`config.mk`:
```
export PLATFORM = sky130hd
export DESIGN_NAME = weight_update_unit_flat
export DESIGN_NICKNAME = d
export VERILOG_FILES = /design/src/rtl/weight_update_unit_if.sv /design/src/rtl/weight_update_unit.sv /design/src/flat_wrapper.sv
export SDC_FILE = /design/constraint.sdc
export NUM_CORES = 1
export LEC_CHECK = 0
export CELL_PAD_IN_SITES_DETAIL_PLACEMENT = 1
export CELL_PAD_IN_SITES_GLOBAL_PLACEMENT = 1
export CORE_MARGIN = 2
export CORE_UTILIZATION = 48
export DETAILED_ROUTE_END_ITERATION = 6
export DONT_BUFFER_PORTS = 1
export PLACE_DENSITY = 0.86
export SYNTH_ARGS = -nofsm -noshare
export SYNTH_HDL_FRONTEND = slang
export SYNTH_SLANG_ARGS = --single-unit
```
`constraint.sdc`:
```
create_clock -name clk -period 3.6 [get_ports clk]
set_clock_uncertainty 0.05 [all_clocks]
set_input_delay 0.9 -clock clk [delete_from_list [all_inputs] [get_ports clk]]
set_output_delay 0.9 -clock clk [all_outputs]
set_load 0.02 [all_outputs]
```
`src/rtl/weight_update_unit_if.sv`:
```
// Port bundle for weight_update_unit: commit strobe, weight load, gradient stream and status.
// update_count exists only when UPDATE_COUNT_EN is defined.
interface weight_update_unit_if #(
    parameter int WIDTH = 16
);
    logic                    enable_update;
    logic                    load_weight;
    logic signed [WIDTH-1:0] load_value;
    logic                    delta_valid;
    logic signed [WIDTH-1:0] delta_in;
    logic signed [WIDTH-1:0] weight_out;
    logic                    update_done;
    logic                    acc_overflow;
`ifdef UPDATE_COUNT_EN
    logic [15:0]             update_count;
`endif

    modport master (
        output enable_update,
        output load_weight,
        output load_value,
        output delta_valid,
        output delta_in,
        input  weight_out,
        input  update_done,
`ifdef UPDATE_COUNT_EN
        input  update_count,
`endif
        input  acc_overflow
    );

    modport slave (
        input  enable_update,
        input  load_weight,
        input  load_value,
        input  delta_valid,
        input  delta_in,
        output weight_out,
        output update_done,
`ifdef UPDATE_COUNT_EN
        output update_count,
`endif
        output acc_overflow
    );
endinterface

```
`src/rtl/weight_update_unit.sv`:
```
// Single-coefficient weight register with saturating gradient accumulator and a
// three-state commit pipeline (w -= acc >>> LR_SHIFT). Define UPDATE_COUNT_EN for update_count.
module weight_update_unit #(
    parameter int                      WIDTH       = 16,
    parameter int                      ACC_WIDTH   = 24,
    parameter int                      LR_SHIFT    = 3,
    parameter logic signed [WIDTH-1:0] INIT_WEIGHT = '0
) (
    input  logic                 clk,
    input  logic                 reset,
    weight_update_unit_if.slave  bus
);
    localparam logic [1:0] IDLE  = 2'd0;
    localparam logic [1:0] SCALE = 2'd1;
    localparam logic [1:0] WRITE = 2'd2;

    localparam logic [ACC_WIDTH-1:0] ACC_MAX = {1'b0, {(ACC_WIDTH-1){1'b1}}};
    localparam logic [ACC_WIDTH-1:0] ACC_MIN = {1'b1, {(ACC_WIDTH-1){1'b0}}};
    localparam logic [WIDTH-1:0]     W_MAX   = {1'b0, {(WIDTH-1){1'b1}}};
    localparam logic [WIDTH-1:0]     W_MIN   = {1'b1, {(WIDTH-1){1'b0}}};

    logic [1:0]                  state_reg, state_next;
    logic signed [ACC_WIDTH-1:0] acc_reg, acc_next;
    logic signed [ACC_WIDTH-1:0] commit_reg, commit_next;
    logic signed [ACC_WIDTH:0]   diff_reg, diff_next;
    logic signed [WIDTH-1:0]     weight_reg, weight_next;
    logic                        done_reg, done_next;
    logic                        ovf_reg, ovf_next;

    logic [ACC_WIDTH-1:0]        delta_ext;
    logic [ACC_WIDTH:0]          acc_sum;
    logic                        acc_clamp;
    logic [ACC_WIDTH-1:0]        acc_sat;
    logic signed [ACC_WIDTH-1:0] commit_shift;
    logic [ACC_WIDTH:0]          diff_calc;
    logic [ACC_WIDTH-WIDTH+1:0]  diff_hi;
    logic [WIDTH-1:0]            weight_sat;

`ifdef UPDATE_COUNT_EN
    logic [15:0]                 count_reg, count_next;
`endif

    // Datapath helpers: the accumulator sum carries one guard bit so a clamp is
    // detectable as disagreement between the two top bits.
    always_comb begin
        delta_ext    = {{(ACC_WIDTH-WIDTH){bus.delta_in[WIDTH-1]}}, bus.delta_in};
        acc_sum      = {acc_reg[ACC_WIDTH-1], acc_reg} + {delta_ext[ACC_WIDTH-1], delta_ext};
        acc_clamp    = acc_sum[ACC_WIDTH] ^ acc_sum[ACC_WIDTH-1];
        acc_sat      = acc_clamp ? (acc_sum[ACC_WIDTH] ? ACC_MIN : ACC_MAX)
                                 : acc_sum[ACC_WIDTH-1:0];
        commit_shift = commit_reg >>> LR_SHIFT;
        diff_calc    = {{(ACC_WIDTH+1-WIDTH){weight_reg[WIDTH-1]}}, weight_reg}
                     - {commit_shift[ACC_WIDTH-1], commit_shift};
        diff_hi      = diff_reg[ACC_WIDTH:WIDTH-1];
        if ((&diff_hi) || !(|diff_hi)) begin
            weight_sat = diff_reg[WIDTH-1:0];
        end else begin
            weight_sat = diff_reg[ACC_WIDTH] ? W_MIN : W_MAX;
        end
    end

    always_comb begin
        state_next  = state_reg;
        acc_next    = acc_reg;
        commit_next = commit_reg;
        diff_next   = diff_reg;
        weight_next = weight_reg;
        done_next   = 1'b0;
        ovf_next    = ovf_reg;

        if (bus.load_weight) begin
            weight_next = bus.load_value;
            acc_next    = '0;
            ovf_next    = 1'b0;
            state_next  = IDLE;
        end else begin
            // A delta arriving with the commit strobe opens the next window.
            if (state_reg == IDLE && bus.enable_update) begin
                commit_next = acc_reg;
                acc_next    = bus.delta_valid ? delta_ext : '0;
                state_next  = SCALE;
            end else if (bus.delta_valid) begin
                acc_next = acc_sat;
                if (acc_clamp) begin
                    ovf_next = 1'b1;
                end
            end

            case (state_reg)
                IDLE: ;
                SCALE: begin
                    diff_next  = diff_calc;
                    state_next = WRITE;
                end
                WRITE: begin
                    weight_next = weight_sat;
                    done_next   = 1'b1;
                    state_next  = IDLE;
                end
                default: state_next = IDLE;
            endcase
        end
    end

`ifdef UPDATE_COUNT_EN
    always_comb begin
        count_next = count_reg;
        if (bus.load_weight) begin
            count_next = '0;
        end else if (done_next) begin
            count_next = count_reg + 16'd1;
        end
    end

    always_ff @(posedge clk) begin
        if (reset) begin
            count_reg <= '0;
        end else begin
            count_reg <= count_next;
        end
    end

    assign bus.update_count = count_reg;
`endif

    always_ff @(posedge clk) begin
        if (reset) begin
            state_reg  <= IDLE;
            acc_reg    <= '0;
            commit_reg <= '0;
            diff_reg   <= '0;
            weight_reg <= INIT_WEIGHT;
            done_reg   <= 1'b0;
            ovf_reg    <= 1'b0;
        end else begin
            state_reg  <= state_next;
            acc_reg    <= acc_next;
            commit_reg <= commit_next;
            diff_reg   <= diff_next;
            weight_reg <= weight_next;
            done_reg   <= done_next;
            ovf_reg    <= ovf_next;
        end
    end

    assign bus.weight_out   = weight_reg;
    assign bus.update_done  = done_reg;
    assign bus.acc_overflow = ovf_reg;
endmodule

```
`src/flat_wrapper.sv`:
```
// flat-port wrapper written by rule: the top's interface ports become plain ports
module weight_update_unit_flat 
#(
    parameter int                      WIDTH       = 16,
    parameter int                      ACC_WIDTH   = 24,
    parameter int                      LR_SHIFT    = 3,
    parameter logic signed [WIDTH-1:0] INIT_WEIGHT = '0
)
  (clk, reset, bus_enable_update, bus_load_weight, bus_load_value, bus_delta_valid, bus_delta_in, bus_weight_out, bus_update_done, bus_acc_overflow);
  weight_update_unit_if #(.WIDTH(WIDTH)) bus_i ();
  input  logic clk;
  input  logic reset;
  input wire logic [$bits(bus_i.enable_update)-1:0] bus_enable_update;
  input wire logic [$bits(bus_i.load_weight)-1:0] bus_load_weight;
  input wire logic [$bits(bus_i.load_value)-1:0] bus_load_value;
  input wire logic [$bits(bus_i.delta_valid)-1:0] bus_delta_valid;
  input wire logic [$bits(bus_i.delta_in)-1:0] bus_delta_in;
  output wire logic [$bits(bus_i.weight_out)-1:0] bus_weight_out;
  output wire logic [$bits(bus_i.update_done)-1:0] bus_update_done;
  output wire logic [$bits(bus_i.acc_overflow)-1:0] bus_acc_overflow;
  assign bus_i.enable_update = bus_enable_update;
  assign bus_i.load_weight = bus_load_weight;
  assign bus_i.load_value = bus_load_value;
  assign bus_i.delta_valid = bus_delta_valid;
  assign bus_i.delta_in = bus_delta_in;
  assign bus_weight_out = bus_i.weight_out;
  assign bus_update_done = bus_i.update_done;
  assign bus_acc_overflow = bus_i.acc_overflow;
  weight_update_unit #(.WIDTH(WIDTH), .ACC_WIDTH(ACC_WIDTH), .LR_SHIFT(LR_SHIFT), .INIT_WEIGHT(INIT_WEIGHT)) u_core (.clk(clk), .reset(reset), .bus(bus_i));
endmodule
```
==> flow_summary_export.csv, run 1 <==
group,metric,value,unit
finish,multiInputGateArea,0.00374,sq mm
logic_synthesis,netlist_instances,772,
grt,grt_start_max_net_pins,66,
finish,final_cell_mix,"123 x nand2_1, 106 x a21oi_1, 87 x dfxtp_1, 66 x nor2_1, 50 x inv_1",
placement,dpl.hpwl,12.6,mm
grt,use_met2,47.5,%
logic_synthesis,synth-edff-count,0,
clock_tree,postCtsHoldBufs,0,
critical_path,path_depth,13,
critical_path,crit_buf_inv,2,
detailed_routing,vias,5439,
logic_synthesis,yosys.area.top_type,"dfxtp_1",
critical_path,reg2reg_depth,13,
logic_synthesis,ys_seq_elements,87,
finish,layout-drive-gt1-share,6.66,%
critical_path,startpoint_type,"primary input",
critical_path,end_kind,"flip-flop",
detailed_routing,wl_per_cell,18.2,um
finish,fillers,1526,
timing,rsz0062_at_grt,"no",
min_path,min_path_type,"flip-flop to flip-flop",
logic_synthesis,synth_nets,856,
logic_synthesis,yosys_warnings,0,
power,p_per_area,417,mW/mm^2
timing,max_clock_freq,304,MHz
timing,worst_hold_slack,0.400,ns
critical_path,cp-endpoint,"u_core.acc_reg[10]",
grt,grtUsageTotal,26.4,%
logic_synthesis,ys_seq_area_share,29.9,%
timing,worst_slack,0.316,ns
floorplan,die_h,114,um
finish,largest_register_ffs,24,
timing,slew_headroom,30.2,%
critical_path,crit_arrival,3.45,ns
critical_path,path_max_fanout,2,
logic_synthesis,synth_area,0.00583,sq mm
clock_tree,cts.path.max_buffers,2,
floorplan,io_pins,55,
timing,final_hold_viol_count,0,
power,p_leak,2.50,nW
placement,io_buffer_count,0,
grt,met1_usage,31.6,%
clock_tree,root_buffer,"clkbuf_16",
power,switching_share,29.1,%
clock_tree,cts_resized,0,
finish,area_growth,8.07,%
grt,grt_overflow_total,0,
critical_path,reg2reg_slack,0.50,ns
floorplan,die_x,114,um
grt,antenna_found_initial,0,
timing,setup_viol,0,
finish,nets,845,
timing,post-route-min-period,3.28,ns
logic_synthesis,synth_top_area_share,29.9,%
critical_path,regToRegEndpoint,"u_core.acc_reg[10]",
critical_path,critical_path.startpoint,"bus_delta_in[0]",
clock_tree,cts_tree,"done",
critical_path,critPathMaxStageDelay,0.47,ns
floorplan,core,0.0119,sq mm
power,power_frac_comb,21.5,%
detailed_routing,drc,0,
power,pwr-share-seq,40.2,%
clock_tree,clock-sinks,87,
detailed_routing,drt_iter0_drc,245,
detailed_routing,drtPass1Iterations,4,
logic_synthesis,synth_top_flop_cell,"dfxtp_1",
critical_path,critPathKind,"primary input to flip-flop",
clock_tree,clkTransAtPathRegs,0.07,ns
critical_path,reg2reg_from,"u_core.acc_reg[0]",
clock_tree,cts_buffers,9,
logic_synthesis,synth_cell_types,66,
finish,num_antenna_cells,0,
grt,grt_pass1_wl,28.1,mm
critical_path,worstPathCellList,"ha_1, inv_1, fa_1, nand2b_1, a21oi_1, nor3_1, o31ai_2, mux2i_1, nor4_1, buf_4, a31o_2, and3_1, o211ai_1",
finish,regArea,0.00174,sq mm
grt,grtUsageMet3,5.19,%
detailed_routing,drt-total-wl,16.6,mm
placement,post_dp_cell_area,0.00597,sq mm
critical_path,critPathTopFamily,"simple AND/OR/NAND/NOR gates",
finish,final-instance-count-excl-fill,913,
clock_tree,htree_levels,3,
timing,finalMaxSlewViolations,0,
power,p_switching,0.000763,W
logic_synthesis,syn_area_per_cell,7.55,sq um
job,maxCapViolations,0,
min_path,min-delay-start,"u_core.diff_reg[11]",
finish,postLayoutCellArea,0.00630,sq mm
power,irDropWorstVdd,0.000232,V
grt,grt.busiest_layer,"met2",
logic_synthesis,async_reset_ff_share,0,%
placement,gp_congestion,0.910,
finish,final_common_cell,"nand2_1",
detailed_routing,ant_nets,0,
detailed_routing,vias_per_cell,5.96,
floorplan,dieArea,0.0130,sq mm
grt,grt_pass1_vias,5736,
timing,fin_crit_sh,91.2,%
power,p_int,0.00186,W
power,p_total,0.00263,W
clock_tree,postCtsSetupBuffers,0,
placement,place_inst,897,
power,power_frac_clock,38.2,%
logic_synthesis,synthTopCellsByArea,"dfxtp_1 30%, ha_1 9.7%, a21oi_1 9.1%",
floorplan,row_count,40,
outcome,status,"complete, no violations",
timing,worst_slew_pin_slew,1.04,ns
critical_path,crit_slowest_cell,"nor4_1",
placement,post-place-ws,-0.0349,ns
critical_path,cp_data_required_time,3.77,ns
clock_tree,worstSkewPairLatency,0.34,ns
floorplan,start_util,48.9,%
logic make-up after synthesis:
group / synth area share (%)
AND/OR/NAND/NOR: 21.2
multiplexers: 0.601
AO/OA/AOI/OAI: 27.4
flip-flops: 29.9
XOR/XNOR: 4.66
adder cells (fa/ha/maj): 10.3
buffers and inverters: 5.97
worst min path at each step:
stage / depth (start not counted) / end / slack [ns]
6_report: 2 / u_core.diff_reg[11] / 0.40
5_1_grt: 2 / u_core.commit_reg[18] / 0.43
4_1_cts: 2 / u_core.diff_reg[11] / 0.40
3_5_place_dp: 2 / u_core.diff_reg[4] / 0.39
3_3_place_gp: 2 / u_core.diff_reg[6] / 0.39
2_1_floorplan: 2 / u_core.acc_reg[0] / 0.38
through the flow:
step           util, %  TNS, ns
2_1_floorplan        -        0
3_3_place_gp      50.2        0
3_5_place_dp      50.2  -0.0349
4_1_cts           52.9        0
5_1_grt           52.9        0
6_report          52.9        0
synth_stat cells, types with 8 or more instances:
cell / instances
nand3_1: 17
ha_1: 45
a21o_1: 8
xor2_1: 9
nor3_1: 12
a2111oi_0: 15
dfxtp_1: 87
xnor2_1: 22
a221oi_2: 9
nor2_1: 66
o21ai_0: 30
nand2_1: 123
o21a_1: 9
a21oi_1: 106
nand2b_1: 12
a211oi_1: 13
inv_1: 50
clkbuf_1: 30
o31ai_1: 8
worst register-to-register path: cells and delay by family, from the launching register on:
| kind | cells | cell delay (ns) |
|---|---|---|
| and+or+nand+nor | 4 | 0.88 |
| AOI/OAI and AO/OA | 4 | 0.76 |
| adders and majority gates | 2 | 0.56 |
| DFF | 1 | 0.35 |
| buffers and inverters | 2 | 0.26 |
| muxes | 1 | 0.12 |
power by group through the flow:
stage	logic, W	clock network (W)	registers, W
3_3_place_gp	0.000527	0	0.00107
3_5_place_dp	0.000557	0	0.00108
2_1_floorplan	0.000449	0	0.00106
6_report	0.000566	0.00100	0.00106
5_1_grt	0.000632	0.00106	0.00106
4_1_cts	0.000565	0.00101	0.00106
metal layers:
layer	part of all wire (%)	wire length (um)
met1	45	7490
met2	50	8230
met3	3.7	610
met4	1.7	285
met5	0	0
final cells by class:
| class | count | share of cell area [%] |
|---|---|---|
| inverters | 50 | 2.98 |
| repair buffers | 14 | 1.87 |
| multi-input cells | 599 | 59.4 |
| well taps | 147 | 2.92 |
| clock inverters | 5 | 1.29 |
| flip-flops and latches | 87 | 27.7 |
| clock buffers | 11 | 3.85 |
Note: power is estimated with default switching activity, not from simulation.
==> inputs of run 2 (changes only) <==
--- a/config.mk
+++ b/config.mk
@@ -8,10 +8,10 @@
 export CELL_PAD_IN_SITES_DETAIL_PLACEMENT = 1
 export CELL_PAD_IN_SITES_GLOBAL_PLACEMENT = 1
 export CORE_MARGIN = 2
-export CORE_UTILIZATION = 48
+export CORE_UTILIZATION = 40
 export DETAILED_ROUTE_END_ITERATION = 6
 export DONT_BUFFER_PORTS = 1
-export PLACE_DENSITY = 0.86
+export PLACE_DENSITY = 0.74
 export SYNTH_ARGS = -nofsm -noshare
 export SYNTH_HDL_FRONTEND = slang
 export SYNTH_SLANG_ARGS = --single-unit
==> constraint.sdc (replaced) <==
create_clock -name clk -period 3.5 [get_ports clk]
set_clock_uncertainty 0.05 [all_clocks]
set_input_delay 0.875 -clock clk [delete_from_list [all_inputs] [get_ports clk]]
set_output_delay 0.875 -clock clk [all_outputs]
set_load 0.02 [all_outputs]
==> flow_summary_export.csv, run 2 (synthesized netlist as in run 1, its figures left out) <==
group,metric,value,unit
outcome,status,"complete, no violations",
detailed_routing,wl_met3,693,um
critical_path,path_max_fanout,22,
critical_path,startpoint_type,"primary input",
grt,grt_start_max_net_pins,66,
clock_tree,clock-sinks,87,
detailed_routing,drc,0,
finish,nets,851,
grt,grtUsageTotal,22.0,%
power,p_leak,2.54,nW
timing,finalMaxSlewViolations,0,
critical_path,regToRegEndpoint,"u_core.acc_reg[4]",
clock_tree,postCtsHoldBufs,0,
clock_tree,cts_resized,0,
critical_path,critPathMaxStageDelay,0.42,ns
clock_tree,cts_tree,"done",
critical_path,crit_slowest_cell,"mux2_4",
finish,largest_register_ffs,24,
floorplan,core,0.0144,sq mm
timing,max_clock_freq,308,MHz
power,p_per_area,440,mW/mm^2
clock_tree,clkTransAtPathRegs,0.06,ns
finish,fillers,1793,
timing,final_hold_viol_count,0,
placement,gp_congestion,0.892,
detailed_routing,wl_met2,8.11,mm
critical_path,path_depth,13,
detailed_routing,drt-total-wl,17.0,mm
placement,io_buffer_count,0,
critical_path,reg2reg_depth,13,
timing,fin_crit_sh,92.9,%
detailed_routing,vias_per_cell,5.77,
min_path,min_path_type,"flip-flop to flip-flop",
clock_tree,cts.path.max_buffers,2,
critical_path,critPathKind,"primary input to flip-flop",
floorplan,row_count,44,
critical_path,critical_path.startpoint,"bus_delta_in[0]",
critical_path,crit_arrival,3.46,ns
critical_path,cp_data_required_time,3.71,ns
timing,rsz0062_at_grt,"no",
finish,layout-drive-gt1-share,7.26,%
placement,dpl.hpwl,12.7,mm
detailed_routing,drtPass1Iterations,4,
placement,post-place-ws,-0.0860,ns
critical_path,end_kind,"flip-flop",
timing,slew_headroom,48.3,%
clock_tree,htree_levels,3,
detailed_routing,wl_per_cell,17.8,um
grt,grt_pass1_wl,28.3,mm
timing,worst_slack,0.250,ns
floorplan,die_h,125,um
grt,grt_pass1_vias,5663,
detailed_routing,drt_iter0_drc,374,
finish,area_growth,9.81,%
finish,postLayoutCellArea,0.00640,sq mm
grt,antenna_found_initial,0,
finish,final_cell_mix,"123 x nand2_1, 106 x a21oi_1, 87 x dfxtp_1, 66 x nor2_1, 50 x inv_1",
critical_path,cp-endpoint,"u_core.acc_reg[4]",
power,irDropWorstVdd,0.000241,V
critical_path,reg2reg_from,"u_core.acc_reg[0]",
critical_path,reg2reg_slack,0.40,ns
detailed_routing,top_layer_used,"met4",
min_path,whs_path_depth,2,
timing,setup_viol,0,
critical_path,crit_buf_inv,2,
detailed_routing,vias,5512,
finish,num_antenna_cells,0,
critical_path,worstPathCellList,"ha_1, inv_1, fa_1, nand2b_1, a21oi_1, buf_4, o31ai_1, nand3_1, nand3_1, o211ai_1, mux2_4, a21boi_0, a221oi_1",
clock_tree,cts_buffers,9,
clock_tree,worstSkewPairLatency,0.35,ns
floorplan,io_pins,55,
critical_path,cp_common_cell,"nand3_1",
timing,worst_slew_pin_slew,0.775,ns
job,maxCapViolations,0,
floorplan,start_util,40.6,%
detailed_routing,ant_nets,0,
timing,post-route-min-period,3.25,ns
clock_tree,postCtsSetupBuffers,0,
placement,post_dp_cell_area,0.00605,sq mm
finish,final_common_cell,"nand2_1",
floorplan,dieArea,0.0156,sq mm
grt,grt_overflow_total,0,
detailed_routing,wl_met1,7.84,mm
critical_path,critPathTopFamily,"compound AO/OA/AOI/OAI gates",
floorplan,die_x,125,um
clock_tree,root_buffer,"clkbuf_16",
-- run 2: changes by cell type in the layout (fill, tap and decap cells not counted), sizes merged --
| cell | previous run | this run |
|---|---|---|
| buf | 14 | 20 |
| bufinv | 2 | 3 |
| clkbuf | 11 | 12 |
| clkinv | 2 | 0 |
| clkinvlp | 1 | 0 |
-- run 2: worst min-delay path by stage --
stage	from	end
global placement	u_core.diff_reg[5]	u_core.diff_reg[5]
detailed placement	u_core.commit_reg[23]	u_core.commit_reg[23]
floorplan	u_core.acc_reg[0]	u_core.acc_reg[0]
CTS	u_core.commit_reg[23]	u_core.commit_reg[23]
global route	u_core.diff_reg[10]	u_core.diff_reg[10]
finish	u_core.diff_reg[5]	u_core.diff_reg[5]
-- run 2: worst min-delay path: cells and delay by family (launching register included) --
family | cells | cell delay (ns)
AND/OR/NAND/NOR | 1 | 0.05
AO/OA/AOI/OAI | 1 | 0.05
flip-flops | 1 | 0.31
-- run 2: routing by layer --
layer  global-route usage, %  up-vias
li1                        -     2728
met2                    37.8      110
met3                    3.14       20
met1                    28.1     2654
met4                    7.47        0
met5                       0        -
-- run 2: report_power, final --
part           switching (W)  leakage (nW)  total (W)  internal [W]
clock               0.000415         0.169    0.00115      0.000734
sequential         0.0000566         0.708    0.00109       0.00103
combinational       0.000339          1.66   0.000583      0.000245
-- run 2: final cells by class --
class	instances	area (sq um)	share of cell area (%)
clock inverters	3	90.1	1.41
clock buffers	12	256	4.01
inverters	50	188	2.93
repair buffers	20	150	2.35
well taps	184	230	3.60
multi-input cells	599	3740	58.5
flip-flops and latches	87	1740	27.2
-- run 2: stage by stage --
stage	TNS [ns]	std cells	hold slack, ns	total power [W]	util (%)
6_report	0	955	0.396	0.00282	44.5
2_1_floorplan	0	772	0.379	0.00155	-
5_1_grt	0	955	0.417	0.00294	44.5
3_3_place_gp	0	940	0.384	0.00166	42.1
3_5_place_dp	-0.230	940	0.391	0.00169	42.1
4_1_cts	0	955	0.399	0.00283	44.5
==> inputs of run 3 (changes only) <==
--- a/config.mk
+++ b/config.mk
@@ -6,12 +6,12 @@
 export NUM_CORES = 1
 export LEC_CHECK = 0
 export CELL_PAD_IN_SITES_DETAIL_PLACEMENT = 1
-export CELL_PAD_IN_SITES_GLOBAL_PLACEMENT = 1
+export CELL_PAD_IN_SITES_GLOBAL_PLACEMENT = 2
 export CORE_MARGIN = 2
-export CORE_UTILIZATION = 40
+export CORE_UTILIZATION = 38
 export DETAILED_ROUTE_END_ITERATION = 6
 export DONT_BUFFER_PORTS = 1
-export PLACE_DENSITY = 0.74
+export PLACE_DENSITY = 0.86
 export SYNTH_ARGS = -nofsm -noshare
 export SYNTH_HDL_FRONTEND = slang
 export SYNTH_SLANG_ARGS = --single-unit
==> flow_summary_export.csv, run 3 (synthesized netlist as in run 1, its figures left out) <==
group,metric,value,unit
power,pwr-share-seq,40.8,%
grt,grt_start_max_net_pins,66,
detailed_routing,vias,5422,
floorplan,die_h,128,um
power,power_frac_comb,22.2,%
finish,final_common_cell,"nand2_1",
power,power_frac_clock,37.0,%
placement,io_buffer_count,0,
clock_tree,postCtsHoldBufs,0,
detailed_routing,drc,0,
floorplan,die_x,128,um
timing,slew_headroom,19.7,%
timing,finalMaxSlewViolations,0,
finish,final-instance-count-excl-fill,960,
power,p_int,0.00186,W
critical_path,critPathKind,"primary input to flip-flop",
finish,area_growth,9.42,%
clock_tree,cts_buffers,9,
critical_path,crit_arrival,3.44,ns
finish,largest_register_ffs,24,
critical_path,path_max_fanout,11,
power,p_leak,2.53,nW
detailed_routing,drtPass1Iterations,4,
timing,fin_crit_sh,92.5,%
finish,final_cell_mix,"123 x nand2_1, 106 x a21oi_1, 87 x dfxtp_1, 66 x nor2_1, 50 x inv_1",
finish,num_antenna_cells,0,
grt,grtUsageTotal,21.4,%
timing,post-route-min-period,3.24,ns
clock_tree,cts.path.max_buffers,2,
grt,grt_pass1_vias,5585,
floorplan,core,0.0151,sq mm
outcome,status,"complete, no violations",
placement,post_dp_cell_area,0.00606,sq mm
power,p_switching,0.000807,W
timing,setup_viol,0,
timing,max_clock_freq,309,MHz
critical_path,end_kind,"flip-flop",
finish,nets,853,
placement,dpl.hpwl,13.2,mm
floorplan,row_count,45,
critical_path,cp_data_required_time,3.70,ns
floorplan,dieArea,0.0163,sq mm
timing,worst_slew_pin_slew,1.20,ns
detailed_routing,ant_nets,0,
power,irDropWorstVdd,0.000246,V
clock_tree,clkTransAtPathRegs,0.07,ns
clock_tree,htree_levels,3,
finish,layout-drive-gt1-share,7.51,%
floorplan,io_pins,55,
power,p_per_area,418,mW/mm^2
detailed_routing,vias_per_cell,5.65,
floorplan,start_util,38.6,%
clock_tree,worstSkewPairLatency,0.35,ns
detailed_routing,drt_iter0_drc,285,
power,switching_share,30.3,%
clock_tree,cts_tree,"done",
detailed_routing,drt-total-wl,17.2,mm
grt,grt_pass1_wl,28.0,mm
critical_path,startpoint_type,"primary input",
clock_tree,clock-sinks,87,
grt,antenna_found_initial,0,
placement,gp_congestion,0.861,
min_path,min_path_type,"flip-flop to flip-flop",
job,maxCapViolations,0,
clock_tree,root_buffer,"clkbuf_16",
detailed_routing,wl_per_cell,18.0,um
finish,postLayoutCellArea,0.00638,sq mm
grt,grt_overflow_total,0,
placement,place_inst,944,
timing,final_hold_viol_count,0,
timing,rsz0062_at_grt,"no",
==> run 3: changes by cell type in the layout (fill, tap and decap cells not counted), sizes merged <==
cell	previous run	this run
buf	20	21
bufinv	3	1
clkbuf	12	11
clkinv	0	2
mux2	1	2
==> run 3: power groups by stage <==
stage          logic (W)  registers, W  clock network, W
2_1_floorplan   0.000462       0.00109                 0
3_3_place_gp    0.000554       0.00111                 0
3_5_place_dp    0.000582       0.00111                 0
4_1_cts         0.000585       0.00109           0.00100
5_1_grt         0.000662       0.00109           0.00105
6_report        0.000592       0.00109          0.000987
==> run 3: stage by stage <==
stage                     utilization, %  hold slack, ns  total power (W)  TNS [ns]  setup slack [ns]
after global placement              40.1           0.387          0.00166         0           0.00490
after global routing                42.3           0.418          0.00281         0            0.0806
final                               42.3           0.400          0.00267         0             0.261
after detailed placement            40.1           0.391          0.00169     -1.17            -0.163
after CTS                           42.1           0.400          0.00268         0             0.198
after floorplan                        -           0.379          0.00155         0             0.256
==> run 3: cell type report <==
cell class | instances | area, sq um
Multi-Input combinational cell | 600 | 3760
Clock buffer | 11 | 253
Clock inverter | 3 | 43.8
Sequential cell | 87 | 1740
Fill cell | 1890 | 8710
Timing Repair Buffer | 21 | 158
Tap cell | 188 | 235
Inverter | 50 | 188
==> run 3: what timing repair did <==
item                       4_1_cts  5_1_grt
resized for setup                0        1
setup endpoints to repair        0        2
setup buffers                    0        1
==> run 3: final timing paths <==
path,startpoint,end,slack [ns],cells past startpoint
worst min-delay path,u_core.commit_reg[21],u_core.commit_reg[21],0.40,2
worst min register to register,u_core.commit_reg[21],u_core.commit_reg[21],0.40,2
worst max-delay path,bus_delta_in[0],u_core.acc_reg[4],0.26,14
worst max register to register,u_core.bus.weight_out[0],u_core.diff_reg[20],0.41,12
==> run 3: per-layer routing <==
layer  vias to the layer above  track usage [%]  share of wire, %
met5                         -                0                 0
met4                         0             8.08               2.1
met3                        23             3.13               4.4
met2                       112             36.1                46
met1                      2566             27.8                47
li1                       2721                -                 -
==> run 3: critical path, cell delays in order <==
cell and delay, ns:
ha_1 0.16, inv_1 0.06, fa_1 0.42, nand2b_1 0.19, a21oi_1 0.21, buf_4 0.16
o31ai_1 0.07, nand3_1 0.11, nand3_1 0.13, o211ai_1 0.21, buf_4 0.17, mux2_4 0.27
a21boi_0 0.12, a221oi_1 0.29
